**src/rtl/float32_pkg.sv**
```systemverilog
// Shared float32 field layout, constants and FSM encoding for the ALU
// multiply/divide units.
package float32_pkg;

    localparam int unsigned MANT_BITS = 23;
    localparam int unsigned EXP_W     = 8;
    localparam int unsigned SIG_W     = MANT_BITS + 1;
    localparam int unsigned PROD_W    = 2 * SIG_W;
    localparam int unsigned STEP_W    = 5;
    localparam int unsigned EXPC_W    = 10;
    localparam int unsigned SIGN_POS  = 31;
    localparam int unsigned EXP_MSB   = 30;
    localparam int unsigned EXP_LSB   = 23;
    localparam int unsigned FRAC_MSB  = 22;
    localparam int unsigned EXP_BIAS  = 127;
    localparam int unsigned EXP_MAX   = 255;

    localparam logic [31:0] QNAN = 32'h7FC0_0000;

    localparam logic [1:0] IDLE = 2'd0;
    localparam logic [1:0] MUL  = 2'd1;
    localparam logic [1:0] NORM = 2'd2;
    localparam logic [1:0] DONE = 2'd3;

    // Hidden-bit significand; zero and denormal inputs flush to zero.
    function automatic logic [SIG_W-1:0] significand(input logic [31:0] x);
        if (x[EXP_MSB:EXP_LSB] == '0) return '0;
        return {1'b1, x[FRAC_MSB:0]};
    endfunction

endpackage

```
**src/rtl/multiplication_float_32_if.sv**
```systemverilog
// Start/finish handshake and operand/result bus shared by the ALU float units.
interface multiplication_float_32_if;
    logic        start;
    logic [31:0] operand1;
    logic [31:0] operand2;
    logic [31:0] result;
    logic        finish;
    logic        busy;
    logic        overflow;

    modport master (output start, operand1, operand2,
                    input  result, finish, busy, overflow);
    modport slave  (input  start, operand1, operand2,
                    output result, finish, busy, overflow);
endinterface

```
**src/rtl/shift_add_mul_24.sv**
```systemverilog
// Iterative unsigned 24x24 -> 48 shift-and-add core, one partial product per clock.
module shift_add_mul_24
    import float32_pkg::*;
(
    input  logic              clk,
    input  logic              rst,
    input  logic              load,
    input  logic [SIG_W-1:0]  mcand,
    input  logic [SIG_W-1:0]  mplier,
    output logic [PROD_W-1:0] product,
    output logic              done_c
);

    logic [SIG_W-1:0]  mcand_q,  mcand_d;
    logic [SIG_W-1:0]  mplier_q, mplier_d;
    logic [PROD_W-1:0] acc_q,    acc_d;
    logic [STEP_W-1:0] step_q,   step_d;
    logic              active_q, active_d;

    always_ff @(posedge clk) begin
        if (rst) begin
            mcand_q  <= '0;
            mplier_q <= '0;
            acc_q    <= '0;
            step_q   <= '0;
            active_q <= 1'b0;
        end else begin
            mcand_q  <= mcand_d;
            mplier_q <= mplier_d;
            acc_q    <= acc_d;
            step_q   <= step_d;
            active_q <= active_d;
        end
    end

    always_comb begin
        mcand_d  = mcand_q;
        mplier_d = mplier_q;
        acc_d    = acc_q;
        step_d   = step_q;
        active_d = active_q;
        if (load) begin
            mcand_d  = mcand;
            mplier_d = mplier;
            acc_d    = '0;
            step_d   = '0;
            active_d = 1'b1;
        end else if (active_q) begin
            if (mplier_q[0]) acc_d = acc_q + (PROD_W'(mcand_q) << step_q);
            mplier_d = mplier_q >> 1;
            step_d   = step_q + STEP_W'(1);
            if (step_q == STEP_W'(SIG_W - 1)) active_d = 1'b0;
        end
    end

    // High during the final accumulation cycle so the owner can advance in step.
    assign done_c  = active_q && (step_q == STEP_W'(SIG_W - 1));
    assign product = acc_q;

endmodule

```
**src/rtl/multiplication_float_32.sv**
```systemverilog
// Multi-cycle float32 multiplier: shift-and-add significand core, then normalise,
// special-case and pack. Define ROUND_NEAREST_EN for round-to-nearest-even.
module multiplication_float_32
    import float32_pkg::*;
(
    input  logic                      clock,
    input  logic                      reset,
    multiplication_float_32_if.slave  bus
);

    logic [1:0]        state_q, state_d;
    logic [31:0]       op1_q, op1_d;
    logic [31:0]       op2_q, op2_d;
    logic [31:0]       result_q, result_d;
    logic              finish_q, finish_d;
    logic              busy_q, busy_d;
    logic              overflow_q, overflow_d;
    logic              core_load_c;
    logic              core_done_c;
    logic [PROD_W-1:0] prod;
    logic [31:0]       norm_result_c;
    logic              norm_ovf_c;

    shift_add_mul_24 u_core (
        .clk    (clock),
        .rst    (reset),
        .load   (core_load_c),
        .mcand  (significand(bus.operand1)),
        .mplier (significand(bus.operand2)),
        .product(prod),
        .done_c (core_done_c)
    );

    always_ff @(posedge clock) begin
        if (reset) begin
            state_q    <= IDLE;
            op1_q      <= '0;
            op2_q      <= '0;
            result_q   <= '0;
            finish_q   <= 1'b0;
            busy_q     <= 1'b0;
            overflow_q <= 1'b0;
        end else begin
            state_q    <= state_d;
            op1_q      <= op1_d;
            op2_q      <= op2_d;
            result_q   <= result_d;
            finish_q   <= finish_d;
            busy_q     <= busy_d;
            overflow_q <= overflow_d;
        end
    end

    always_comb begin
        state_d     = state_q;
        op1_d       = op1_q;
        op2_d       = op2_q;
        result_d    = result_q;
        finish_d    = finish_q;
        busy_d      = busy_q;
        overflow_d  = overflow_q;
        core_load_c = 1'b0;
        case (state_q)
            IDLE, DONE: begin
                if (bus.start) begin
                    op1_d       = bus.operand1;
                    op2_d       = bus.operand2;
                    finish_d    = 1'b0;
                    overflow_d  = 1'b0;
                    busy_d      = 1'b1;
                    core_load_c = 1'b1;
                    state_d     = MUL;
                end
            end
            MUL: begin
                if (core_done_c) state_d = NORM;
            end
            NORM: begin
                result_d   = norm_result_c;
                overflow_d = norm_ovf_c;
                finish_d   = 1'b1;
                busy_d     = 1'b0;
                state_d    = DONE;
            end
            default: state_d = IDLE;
        endcase
    end

    logic                    sign_c;
    logic [EXP_W-1:0]        e1_c, e2_c;
    logic                    nan_c, inf_c, zero_c, inf_zero_c;
    logic signed [EXPC_W-1:0] exp_c;
    logic [MANT_BITS-1:0]    frac_c;
    logic                    unused_low;

    // Normalise the 48-bit product, then apply special cases in priority order.
    always_comb begin
        sign_c     = op1_q[SIGN_POS] ^ op2_q[SIGN_POS];
        e1_c       = op1_q[EXP_MSB:EXP_LSB];
        e2_c       = op2_q[EXP_MSB:EXP_LSB];
        nan_c      = (e1_c == 8'hFF && op1_q[FRAC_MSB:0] != '0) ||
                     (e2_c == 8'hFF && op2_q[FRAC_MSB:0] != '0);
        inf_c      = (e1_c == 8'hFF) || (e2_c == 8'hFF);
        zero_c     = (e1_c == '0) || (e2_c == '0);
        inf_zero_c = inf_c && zero_c;
        exp_c      = $signed(EXPC_W'(e1_c)) + $signed(EXPC_W'(e2_c))
                     - $signed(EXPC_W'(EXP_BIAS));
`ifdef ROUND_NEAREST_EN
        begin
            logic              guard, sticky;
            logic [MANT_BITS:0] rnd;
            if (prod[PROD_W-1]) begin
                frac_c = prod[46:24];
                guard  = prod[23];
                sticky = |prod[22:0];
                exp_c  = exp_c + EXPC_W'(1);
            end else begin
                frac_c = prod[45:23];
                guard  = prod[22];
                sticky = |prod[21:0];
            end
            rnd = {1'b0, frac_c} + (MANT_BITS + 1)'(guard & (sticky | frac_c[0]));
            frac_c = rnd[MANT_BITS-1:0];
            if (rnd[MANT_BITS]) exp_c = exp_c + EXPC_W'(1);
        end
        unused_low = 1'b0;
`else
        if (prod[PROD_W-1]) begin
            frac_c = prod[46:24];
            exp_c  = exp_c + EXPC_W'(1);
        end else begin
            frac_c = prod[45:23];
        end
        unused_low = ^prod[22:0];
`endif
        norm_ovf_c = 1'b0;
        if (nan_c || inf_zero_c) begin
            norm_result_c = QNAN;
        end else if (inf_c) begin
            norm_result_c = {sign_c, 8'hFF, 23'd0};
        end else if (zero_c) begin
            norm_result_c = {sign_c, 31'd0};
        end else if (exp_c >= $signed(EXPC_W'(EXP_MAX))) begin
            norm_result_c = {sign_c, 8'hFF, 23'd0};
            norm_ovf_c    = 1'b1;
        end else if (exp_c <= $signed(EXPC_W'(0))) begin
            norm_result_c = {sign_c, 31'd0};
        end else begin
            norm_result_c = {sign_c, exp_c[EXP_W-1:0], frac_c};
        end
    end

    assign bus.result   = result_q;
    assign bus.finish   = finish_q;
    assign bus.busy     = busy_q;
    assign bus.overflow = overflow_q;

endmodule

```
**src/flat_wrapper.sv**
```systemverilog
// flat-port wrapper written by rule: the top's interface ports become plain ports
module multiplication_float_32_flat import float32_pkg::*;
  (clock, reset, bus_start, bus_operand1, bus_operand2, bus_result, bus_finish, bus_busy, bus_overflow);
  multiplication_float_32_if bus_i ();
  input  logic clock;
  input  logic reset;
  input wire logic [$bits(bus_i.start)-1:0] bus_start;
  input wire logic [$bits(bus_i.operand1)-1:0] bus_operand1;
  input wire logic [$bits(bus_i.operand2)-1:0] bus_operand2;
  output wire logic [$bits(bus_i.result)-1:0] bus_result;
  output wire logic [$bits(bus_i.finish)-1:0] bus_finish;
  output wire logic [$bits(bus_i.busy)-1:0] bus_busy;
  output wire logic [$bits(bus_i.overflow)-1:0] bus_overflow;
  assign bus_i.start = bus_start;
  assign bus_i.operand1 = bus_operand1;
  assign bus_i.operand2 = bus_operand2;
  assign bus_result = bus_i.result;
  assign bus_finish = bus_i.finish;
  assign bus_busy = bus_i.busy;
  assign bus_overflow = bus_i.overflow;
  multiplication_float_32 u_core (.clock(clock), .reset(reset), .bus(bus_i));
endmodule
```
**config.mk**
```make
export PLATFORM = sky130hd
export DESIGN_NAME = multiplication_float_32_flat
export DESIGN_NICKNAME = d
export VERILOG_FILES = /design/src/rtl/float32_pkg.sv /design/src/rtl/multiplication_float_32_if.sv /design/src/rtl/shift_add_mul_24.sv /design/src/rtl/multiplication_float_32.sv /design/src/flat_wrapper.sv
export SDC_FILE = /design/constraint.sdc
export NUM_CORES = 1
export LEC_CHECK = 0
export BUFFER_PORTS_ARGS = -buffer_cell sky130_fd_sc_hd__buf_2
export CORE_MARGIN = 5
export CORE_UTILIZATION = 40
export DETAILED_ROUTE_END_ITERATION = 12
export GPL_ROUTABILITY_DRIVEN = 0
export MAX_ROUTING_LAYER = met4
export PLACE_DENSITY = 0.54
export SYNTH_ARGS = -nofsm -noshare
export SYNTH_HDL_FRONTEND = slang
export SYNTH_HIERARCHICAL = 1
export SYNTH_SLANG_ARGS = --single-unit
```
**constraint.sdc**
```tcl
create_clock -name clock -period 7.8 [get_ports clock]
set_input_delay 1.56 -clock clock [delete_from_list [all_inputs] [get_ports clock]]
set_output_delay 1.56 -clock clock [all_outputs]
set_load 0.1 [all_outputs]
```
==> results.txt, run 1 <==
After clock tree synthesis, the setup repair step added 0 buffers. The signal on the critical path passes through clkinv_1, nor3_1, a21oi_1, mux2_2, nor2_1, ha_1, and3_1, nand4_1, o22a_1, nand3_1, a221oi_1, o21ai_1, a211oi_1, o21ai_1, and2_1, o21ai_1. The actual slew at the worst max-slew pin is 1.08 ns.

The HPWL reported at the end of detailed placement came out at 25.7 mm. Data on the critical path is required at its endpoint by 8.26 ns. The floorplan row count came out at 65. For this design, the slowest cell found on the critical path is sky130_fd_sc_hd__dfxtp_1. For this run, the number of Yosys warnings is 6. The flow ran to the end, and the final reports show no timing, DRC or antenna violations. By instance count, the leading cell after synthesis is sky130_fd_sc_hd__nand2_1. The share of flip-flops with an asynchronous set or reset came out at 0%. The clock tree buffer depth came out at 3. The hold-fix buffer count after cts came out at 0. The total core area is 0.0317 mm2. The critical path's top delay family is compound AO/OA/AOI/OAI gates. The final clock period utilization by the worst path is 68.1%. The wire length of the first global-routing pass is 58.1 mm. Including well taps, the total number of placed cells is 2059. The initial antenna violation count is 0.

The worst setup path is captured at a register. The worst-case IR drop observed on VDD is 155 uV. The post-synthesis to final-layout area growth is 12.1%. The sink count of the clock tree is 203.

The diode insertion count for antenna repair came out at 0. The internal power of the cells came out at 0.00232 W. The routed layout has 11677 vias.

The number of distinct library cell variants in the gate-level netlist after synthesis is 80. The number of slew-limit violations in the final report is 0. Setup violations remaining at the end of the flow were counted as 0. The net count after synthesis came out at 1783. Yosys attributes the largest share of cell area to sky130_fd_sc_hd__dfxtp_1 31%, sky130_fd_sc_hd__nand2_1 8.0%, sky130_fd_sc_hd__a21oi_1 7.5%, sky130_fd_sc_hd__mux2i_1 6.8%, sky130_fd_sc_hd__ha_1 6.4%. The final critical-path required period is 5.31 ns.

The number of enable flip-flop cells after synthesis is 0. Among all flip-flop cells after synthesis, the most frequent one is sky130_fd_sc_hd__dfxtp_1. The total negative slack is 0 ns. The proportion of total power due to net switching is 36.3%. The net switching component of the power came out at 0.00133 W.

The sequential fraction of the synthesis area is 31.4%. The die extent in y came out at 190 um. The net count of the finished layout is 1819. The via count normalized by instance count is 5.55.

The static leakage power is 5.92 nW. After detailed routing, the number of remaining DRC violations is 0. Once layout is complete, the utilization of the core stands at 45.7%. The worst setup path is launched from a register. Synthesis handed over a netlist of 1648 instances. The via count of the first global-routing pass came out at 11096.

The worst max-slew margin expressed relative to the limit came out at 28.2%. In this run, the clock network consumes 33.6% of the power. Counting stages on the worst path, the most repeated cell is sky130_fd_sc_hd__o21ai_1. The tool flagged a number of max-cap violations equal to 0.

The total routed wirelength came out at 35.3 mm. The clock tree skew after final layout is 0.0138 ns. The maximum number of pins on one net before global-route repair came out at 77. The number of H-tree levels came out at 1. By count the netlist is led by 276 x sky130_fd_sc_hd__nand2_1, 203 x sky130_fd_sc_hd__dfxtp_1, 194 x sky130_fd_sc_hd__a21oi_1. The synthesized design devotes to its leading area cell type 31.4% of total area. The total clock buffers created by CTS is 25. Of the total power, registers draw 34.6%. The aggregate global-route resource usage is 19.7%. The part of the total power dissipated in combinational logic came out at 31.8%. The post-cts sizing count came out at 0. Before antenna repair, the detailed router went through 6 iterations. Together, buffers and inverters on the worst path number 1. The fraction of final layout cells sized beyond drive strength 1 is 13.5%. The first routing iteration left 845 violations. The floorplan die width is 190 um. Setup repair after global routing left no endpoint under its margin. The number of buffers added on ports came out at 101.

The synthesized area per cell came out at 7.85 um2. The clock transition at the registers of the reported paths came out at 0.06 ns. The hold violation total from the final report is 0. The post-synthesis cell area is 0.0129 mm2. The later pin in the worst-skew pair is clocked with a latency of 0.53 ns. The floorplan die area is 0.0360 mm2. TritonCTS built the clock tree. In this run the worst hold path is classified as reg -> reg. The top-level I/O count is 102. Global routing finished with a remaining overflow of 0.

The largest single stage delay on the critical path is 1.03 ns. The non-filler instance count after layout is 2105. The highest achievable clock rate came out at 188 MHz. The biggest area contributor in the post-synthesis netlist is sky130_fd_sc_hd__dfxtp_1. The average wire length per cell after detail routing is 16.7 um. The biggest fanout along the worst timing path is 30.

The arrival time reported for the critical path endpoint is 5.77 ns. Dividing total power by cell area gives a power density of 252 mW/mm2. The effective utilization at floorplan is 40.8%. In this run, synthesis produced a sequential element count of 203. The final antenna-violating net count is 0. In this run the clock root is driven by a sky130_fd_sc_hd__clkbuf_16. The critical path in this run is classified as reg -> reg.
layer usage:
metal / part of all wire (%) / track usage [%] / up-vias
met4: 2.8 / 4.95 / 0
met3: 3.8 / 2.09 / 54
met5: 0 / - / -
li1: - / - / 5933
met2: 44 / 30.3 / 261
met1: 49 / 27.8 / 5429
worst reg2reg max path, delay by kind of cell, from the launching register on:
kind,cells,cell delay (ns)
flip-flops,1,1.03
AND/OR/NAND/NOR,6,1.13
AO/OA/AOI/OAI,7,1.68
buffers and inverters,1,0.75
adder cells (fa/ha/maj),1,0.31
multiplexers,1,0.34
kinds of logic (layout without fill, tap and decap cells):
logic type | count (synthesis) | in the layout | share of synthesized area, %
AND/OR/NAND/NOR | 645 | 645 | 22.8
AO/OA/AOI/OAI | 411 | 411 | 20.0
flip-flops | 203 | 203 | 31.4
buffers and inverters | 136 | 191 | 4.18
multiplexers | 134 | 134 | 11.3
adder cells (fa/ha/maj) | 68 | 68 | 6.69
XOR/XNOR | 51 | 51 | 3.62
stage by stage:
stage               total power, W  worst slack [ns]  cell area [um2]  hold slack [ns]
floorplan                  0.00217              3.38            12900            0.436
global placement           0.00243              2.73            13600            0.442
detailed placement         0.00244              2.64            13600            0.447
CTS                        0.00369              2.61            14500            0.455
global route               0.00388              2.04            14500            0.471
finish                     0.00365              2.49            14500            0.454
layout by cell type, fill, tap and decap left out, drive strengths merged, types with 30 or more instances in the layout:
cell type and n:
inv 30, dfxtp 203, nand2 276, and2 60, buf 114, mux2i 88
mux2 40, a21oi 194, o21ai 55, clkbuf 36, nor2 164, ha 66
final timing paths:
kind	endpoint	from	cells after the start	slack (ns)
max	u_core/u_core/product[35]	u_core/u_core/step_q[2]	16	2.49
min	u_core/op1_q[14]	u_core/op1_q[14]	2	0.45
max reg2reg	u_core/u_core/product[35]	u_core/u_core/step_q[2]	16	2.49
min reg2reg	u_core/op1_q[14]	u_core/op1_q[14]	2	0.45
state kept, by name (all words and copies together), names as in the netlist:
| name | cells |
|---|---|
| u_core/bus.busy | 1 |
| u_core/bus.finish | 1 |
| u_core/bus.overflow | 1 |
| u_core/bus.result | 32 |
| u_core/op1_q | 32 |
| u_core/op2_q | 32 |
| u_core/state_q | 2 |
| u_core/u_core/active_q | 1 |
| u_core/u_core/mcand_q | 24 |
| u_core/u_core/mplier_q | 24 |
| u_core/u_core/product | 48 |
| u_core/u_core/step_q | 5 |
power groups by stage:
stage / Sequential [W] / Combinational [W] / Clock [W]
CTS: 0.00126 / 0.00116 / 0.00126
global route: 0.00128 / 0.00130 / 0.00130
global placement: 0.00128 / 0.00115 / 0
finish: 0.00126 / 0.00116 / 0.00123
floorplan: 0.00136 / 0.000816 / 0
detailed placement: 0.00129 / 0.00116 / 0
cell type report:
| class | count | area, um2 |
|---|---|---|
| fillers | 3244 | 17200 |
| repair buffers | 114 | 606 |
| multi-input cells | 1309 | 8330 |
| clock inverters | 10 | 131 |
| flip-flops and latches | 203 | 4070 |
| clock buffers | 36 | 747 |
| inverters | 31 | 119 |
| well taps | 402 | 503 |
Power figures use the tool's default switching activity.
==> run 2, diff against run 1 <==
==> constraint.sdc (replaced) <==
create_clock -name clock -period 5.55 [get_ports clock]
set_input_delay 1.11 -clock clock [delete_from_list [all_inputs] [get_ports clock]]
set_output_delay 1.11 -clock clock [all_outputs]
set_load 0.1 [all_outputs]
==> results.txt, run 2 (synthesis gave the netlist of run 1 again) <==
CTS built an H-tree with a depth of 1. The average wire length per cell after detail routing is 17.2 um. Of the cells placed in the final design, the portion with a size suffix greater than 1 is 13.0%. Clock tree synthesis selected as its root buffer the cell sky130_fd_sc_hd__clkbuf_16.

Among cell families on the critical path, the largest total delay comes from compound AO/OA/AOI/OAI gates. The number of slew-limit violations in the final report is 0. The min-delay analysis places its worst path in the category reg -> reg. The wire length of the first global-routing pass is 59.0 mm. Counting the fill cells in the layout gives 3214. In the routed layout, each cell is associated on average with a via count of 5.56. Hold repair after CTS inserted 0 buffers.

The die extent in y came out at 190 um. After floorplanning, the core was divided into 65 placement rows. The TritonCTS clock tree is yes. The worst path buffer plus inverter count is 1.

The critical path crosses 16 cells after its start point. The total setup violations reported at the end of the flow came out at 0. The die is 190 um wide.

Setup repair after global routing left no endpoint under its margin. 0 antenna diodes ended up in the layout. Once the floorplan was initialized, standard cells occupied 40.8% of the core. The number of buffers added on ports came out at 101.

In the routed design, unresolved DRC markers number 0. The actual slew at the worst max-slew pin is 0.969 ns. The initial antenna violation count is 0.

The total routed wirelength is 36.1 mm. Dividing the final minimum period by the clock period gives 87.8%. The endpoint identified for the worst register-to-register timing path is u_core/u_core/product[46]. The length of the first detailed-routing pass in iterations came out at 5. The tree built by TritonCTS fans out to 203 sinks. For this design, the slowest cell found on the critical path is sky130_fd_sc_hd__o31ai_1. The slack of the worst reg-to-reg path is 0.68 ns. Tracing the worst setup path back leads to its startpoint at u_core/u_core/step_q[0]. Counting I/O delays and the setup requirement, the final critical path takes 4.87 ns. The post-synthesis to final-layout area growth is 11.2%.

The worst-case IR drop observed on VDD is 262 uV. The total core area is 0.0317 mm2. Post-CTS repair changed the size of 0 cells. For this run the aggregate overflow at the end of global routing stands at 0. The hold violation total from the final report came to 0. The top-level I/O count is 102. STA classifies the critical path startpoint as a register. The signal on the critical path passes through buf_4, mux2_2, o21ai_0, mux2i_1, a22oi_1, mux2i_1, ha_1, nand2_1, o21ai_0, nand2b_1, a311oi_1, or2_1, o31ai_1, a221oi_2, xnor2_1, a22o_1. The power after layout is 0.00493 W. The clock transition at the registers of the reported paths came out at 0.06 ns. The cell depth of the worst flop-to-flop path came out at 16. The number of DRC violations after detailed-routing iteration 0 is 853.

The tightest hold margin is 0.453 ns. No sink is reached through more buffers than the 3 on the longest clock path. The static leakage power came out at 5.85 nW. The aggregate global-route resource usage came out at 20.0%.

The HPWL reported at the end of detailed placement is 26.5 mm. OpenSTA, run right after detailed placement, puts the worst setup slack at 0.715 ns. The critical path ends at u_core/u_core/product[46]. The register with the most flip-flops in the layout has 48 of them. The reg-to-reg startpoint is u_core/u_core/step_q[0].

The maximum number of pins on one net before global-route repair is 83. The highest achievable clock rate came out at 205 MHz. The insertion delay of the later-clocked pin in the worst-skew pair is 0.53 ns. The post-CTS repair timing setup buffer count is 0. The category of the worst setup path capture point is a register. The via count of the first global-routing pass came to 11063.

Measured against its own limit, the worst slew margin works out to 35.4%. The die covers 0.0360 mm2. The net count of the finished layout is 1819. The critical path class is reg -> reg. Leaving out fill and tap cells, the most frequent cells in the layout are 275 x sky130_fd_sc_hd__nand2_1, 202 x sky130_fd_sc_hd__dfxtp_1, 194 x sky130_fd_sc_hd__a21oi_1, 164 x sky130_fd_sc_hd__nor2_1, 100 x sky130_fd_sc_hd__buf_2. The final antenna-violating net count is 0. The total negative slack is 0 ns. The total clock buffers created by CTS came out at 24. The library cell used most frequently in the layout, excluding fill and tap cells, is sky130_fd_sc_hd__nand2_1. For this design the ratio of total power to cell area is 343 mW/mm2.

The arrival time reported for the critical path endpoint came out at 5.30 ns. The least setup slack across all paths after layout came out at 0.676 ns. The via total after detailed routing came out at 11672. Clock skew on the completed layout was measured at 0.0147 ns. The maximum cell stage delay along the critical path came out at 0.50 ns. The flow ran to the end, and the final reports show no timing, DRC or antenna violations. The max-capacitance violation count is 0.

The required time reported for the critical path endpoint came out at 5.97 ns. Of all nets on the critical path, the largest fanout is 29.
## run 2: final cells by class
cell class,instances,area [um2],area share (%)
Clock inverter,9,125,0.870
Timing Repair Buffer,115,613,4.26
Clock buffer,30,623,4.33
Multi-Input combinational cell,1309,8330,57.9
Inverter,31,119,0.827
Sequential cell,203,4070,28.3
Tap cell,402,503,3.50
## run 2: worst register-to-register path, delay by kind of cell, from the launching register on
kind | cells | cell delay [ns]
compound gates | 7 | 1.91
fa+ha+maj | 1 | 0.46
simple gates | 3 | 0.63
xor+xnor | 1 | 0.16
flops | 1 | 0.41
buf+inv | 1 | 0.40
mux | 3 | 0.82
## run 2: through the flow
stage          cells  instance area, um2  utilization, %
6_report        2099               14400            45.3
5_1_grt         2099               14400            45.3
4_1_cts         2099               14400            45.3
3_5_place_dp    2060               13600            43.0
3_3_place_gp    2060               13600            43.0
2_1_floorplan   1648               12900               -
## run 2: worst min-delay path by stage
stage	startpoint	endpoint	depth (start not counted)
finish	u_core/op2_q[15]	u_core/op2_q[15]	2
global route	u_core/op2_q[16]	u_core/op2_q[16]	2
CTS	u_core/op2_q[16]	u_core/op2_q[16]	2
detailed placement	u_core/op2_q[2]	u_core/op2_q[2]	2
global placement	u_core/op1_q[17]	u_core/op1_q[17]	2
floorplan	u_core/op1_q[15]	u_core/op1_q[15]	2
## run 2: where the power goes
group          total [W]  switching [W]  leakage [nW]  internal, W
clock network    0.00152       0.000632         0.358     0.000889
registers        0.00178       0.000145          1.65      0.00163
logic            0.00163        0.00107          3.84     0.000561
total            0.00493        0.00185          5.85      0.00308
## run 2: metal layers
metal	track usage, %	vias up	wire length [um]
li1	-	5927	-
met1	28.0	5455	17600
met2	32.2	247	16600
met3	1.83	43	1300
met4	3.53	0	657
met5	-	-	0
==> run 3, diff against run 2 <==
==> constraint.sdc (replaced) <==
create_clock -name clock -period 4.7 [get_ports clock]
set_input_delay 0.94 -clock clock [delete_from_list [all_inputs] [get_ports clock]]
set_output_delay 0.94 -clock clock [all_outputs]
set_load 0.1 [all_outputs]
==> results.txt, run 3 (synthesis gave the netlist of run 1 again) <==
From bottom edge to top edge, the die measures 190 um. The effective utilization at floorplan came out at 40.8%. The post-CTS repair timing setup buffer count is 0. Timing would allow up to 225 MHz.

In this run the power density over the cells is 421 mW/mm2. The arrival time reported for the critical path endpoint came out at 4.88 ns. The detailed-route DRC error count came out at 0. The hold violation total from the final report is 0. The final clock period utilization by the worst path is 94.7%. The run finished with clean final reports. The required time reported for the critical path endpoint is 5.13 ns. The startpoint of the worst setup timing path is u_core/u_core/step_q[0].

The length of the first detailed-routing pass in iterations is 5. Setup repair after global routing left no endpoint under its margin. Measured against its own limit, the worst slew margin works out to 39.8%. The clock transition at the registers of the reported paths came out at 0.06 ns. Leaving out fill and tap cells, the most frequent cells in the layout are 275 x sky130_fd_sc_hd__nand2_1, 202 x sky130_fd_sc_hd__dfxtp_1, 194 x sky130_fd_sc_hd__a21oi_1, 164 x sky130_fd_sc_hd__nor2_1, 100 x sky130_fd_sc_hd__buf_2. After detailed routing, the total wire length is 36.3 mm. The via total after detailed routing came out at 11804. The average wire length per cell after detail routing came out at 17.2 um.

The floorplan step defined a die boundary enclosing 0.0360 mm2. The aggregate global-route resource usage came out at 20.1%. The clock tree skew after final layout is 0.0158 ns. The worst hold path begins at u_core/op2_q[5].

The floorplan row count came out at 65. Combinational logic burns 31.5% of the power. The worst setup path is captured at a register. The post-cts sizing count came out at 0.

Entering global routing, the biggest net connects 74 pins. The max-capacitance violation count came out at 0. The sink count of the clock tree came out at 203. In this run the clock root is driven by a sky130_fd_sc_hd__clkbuf_16.

The total clock buffers created by CTS is 26. The net switching component of the power came out at 0.00223 W. The via count normalized by instance count came out at 5.59.

The wire length of the first global-routing pass came out at 59.4 mm. The aggregate global routing overflow came out at 0. The later pin in the worst-skew pair is clocked with a latency of 0.54 ns.

The HPWL reported at the end of detailed placement is 26.4 mm. The non-filler instance count after layout came out at 2113. The biggest fanout along the worst timing path is 30.

The share of total power dissipated in sequential elements is 34.1%. The internal power of the cells totals 0.00393 W. The actual slew at the worst max-slew pin is 0.903 ns. The clock power share came out at 34.4%.

The worst hold path belongs to the class reg -> reg. The cell depth of the worst flop-to-flop path came out at 18. The total negative slack is 0 ns. The net count of the finished layout is 1827. The total core area came out at 0.0317 mm2. The area growth from synthesis to layout is 13.1%. Port buffering added 101 buffers. The number of H-tree levels came out at 1. The static leakage power came out at 5.97 nW. The final antenna-violating net count came out at 0. The clock tree buffer depth is 3.

In this run, the number of DRC markers left after iteration 0 of detailed routing was 880. The top-level I/O count is 102. TritonCTS built the clock tree. The library cell used most frequently in the layout, excluding fill and tap cells, is sky130_fd_sc_hd__nand2_1.

The number of flip-flops under the largest register name came out at 48. The largest voltage drop on the vdd net is 267 uV. The diode insertion count for antenna repair came out at 0. The worst setup path is of the reg -> reg kind. In this run the critical register-to-register path is launched from u_core/u_core/step_q[0].

STA classifies the critical path startpoint as a register. The number of instances on the worst hold path is 2. The clock period could shrink to 4.45 ns. The fraction of final layout cells sized beyond drive strength 1 is 14.1%. The hold-fix buffer count after cts came out at 0. The number of slew-limit violations in the final report is 0.

The via count of the first global-routing pass is 11355. The proportion of total power due to net switching is 36.2%. The initial antenna violation count was 0.

The floorplan die width is 190 um. Setup violations remaining at the end of the flow were counted as 0. Counting tap cells, the placed design contains a total of 2066 instances.
==> run 3: changes by cell type in the layout (fill, tap and decap cells not counted), sizes merged <==
cell,previous run,this run
buf,115,121
bufinv,2,4
clkbuf,30,36
clkinv,7,6
inv,29,30
==> run 3: metal layers <==
metal  up-vias  wire, um  share of wire [%]  GRT usage (%)
met5         -         0                  0              -
met4         0       732                2.0           4.65
met3        57      1590                4.4           2.66
met2       263     16800                 46           32.1
met1      5544     17300                 48           27.4
li1       5940         -                  -              -
==> run 3: through the flow <==
step / worst slack [ns] / hold WS [ns] / utilization [%] / power [W] / cell area, um2
after floorplan: 0.281 / 0.436 / - / 0.00361 / 12900
after global placement: 0.366 / 0.443 / 43.2 / 0.00404 / 13700
after detailed placement: 0.293 / 0.448 / 43.2 / 0.00406 / 13700
after CTS: 0.286 / 0.457 / 46.1 / 0.00623 / 14600
after global routing: 0.00977 / 0.471 / 46.1 / 0.00655 / 14600
final: 0.249 / 0.455 / 46.1 / 0.00616 / 14600
==> run 3: layout make-up <==
cell class | count | area, um2
Fill cell | 3245 | 17100
Multi-Input combinational cell | 1309 | 8350
Sequential cell | 203 | 4070
Clock buffer | 36 | 748
Timing Repair Buffer | 121 | 671
Tap cell | 402 | 503
Clock inverter | 11 | 178
Inverter | 31 | 119
==> run 3: critical path, cell delays in order (launching register included) <==
cell                       delay (ns)
sky130_fd_sc_hd__dfxtp_1         0.38
sky130_fd_sc_hd__buf_12          0.22
sky130_fd_sc_hd__mux2i_1         0.32
sky130_fd_sc_hd__mux2_2          0.22
sky130_fd_sc_hd__nor2_1          0.04
sky130_fd_sc_hd__a21oi_1         0.31
sky130_fd_sc_hd__mux2_2          0.26
sky130_fd_sc_hd__nor2_1          0.06
sky130_fd_sc_hd__ha_1            0.38
sky130_fd_sc_hd__a21oi_1         0.25
sky130_fd_sc_hd__o21ai_0         0.17
sky130_fd_sc_hd__a221oi_1        0.31
sky130_fd_sc_hd__o21ai_0         0.11
sky130_fd_sc_hd__a31oi_1         0.42
sky130_fd_sc_hd__nor2_1          0.13
sky130_fd_sc_hd__a31oi_1         0.29
sky130_fd_sc_hd__o21ai_1         0.13
sky130_fd_sc_hd__xor2_1          0.15
sky130_fd_sc_hd__a22o_1          0.20
==> run 3: worst paths after layout <==
path,endpoint,slack [ns]
max reg2reg,u_core/u_core/product[38],0.25
min,u_core/op2_q[5],0.46
min reg2reg,u_core/op2_q[5],0.46
max,u_core/u_core/product[38],0.25
==> run 3: power by group through the flow <==
stage | clock network, W | logic (W) | registers [W]
after detailed placement | 0 | 0.00192 | 0.00214
after floorplan | 0 | 0.00135 | 0.00225
final | 0.00212 | 0.00194 | 0.00210
after global routing | 0.00227 | 0.00215 | 0.00213
after CTS | 0.00219 | 0.00194 | 0.00210
after global placement | 0 | 0.00191 | 0.00213
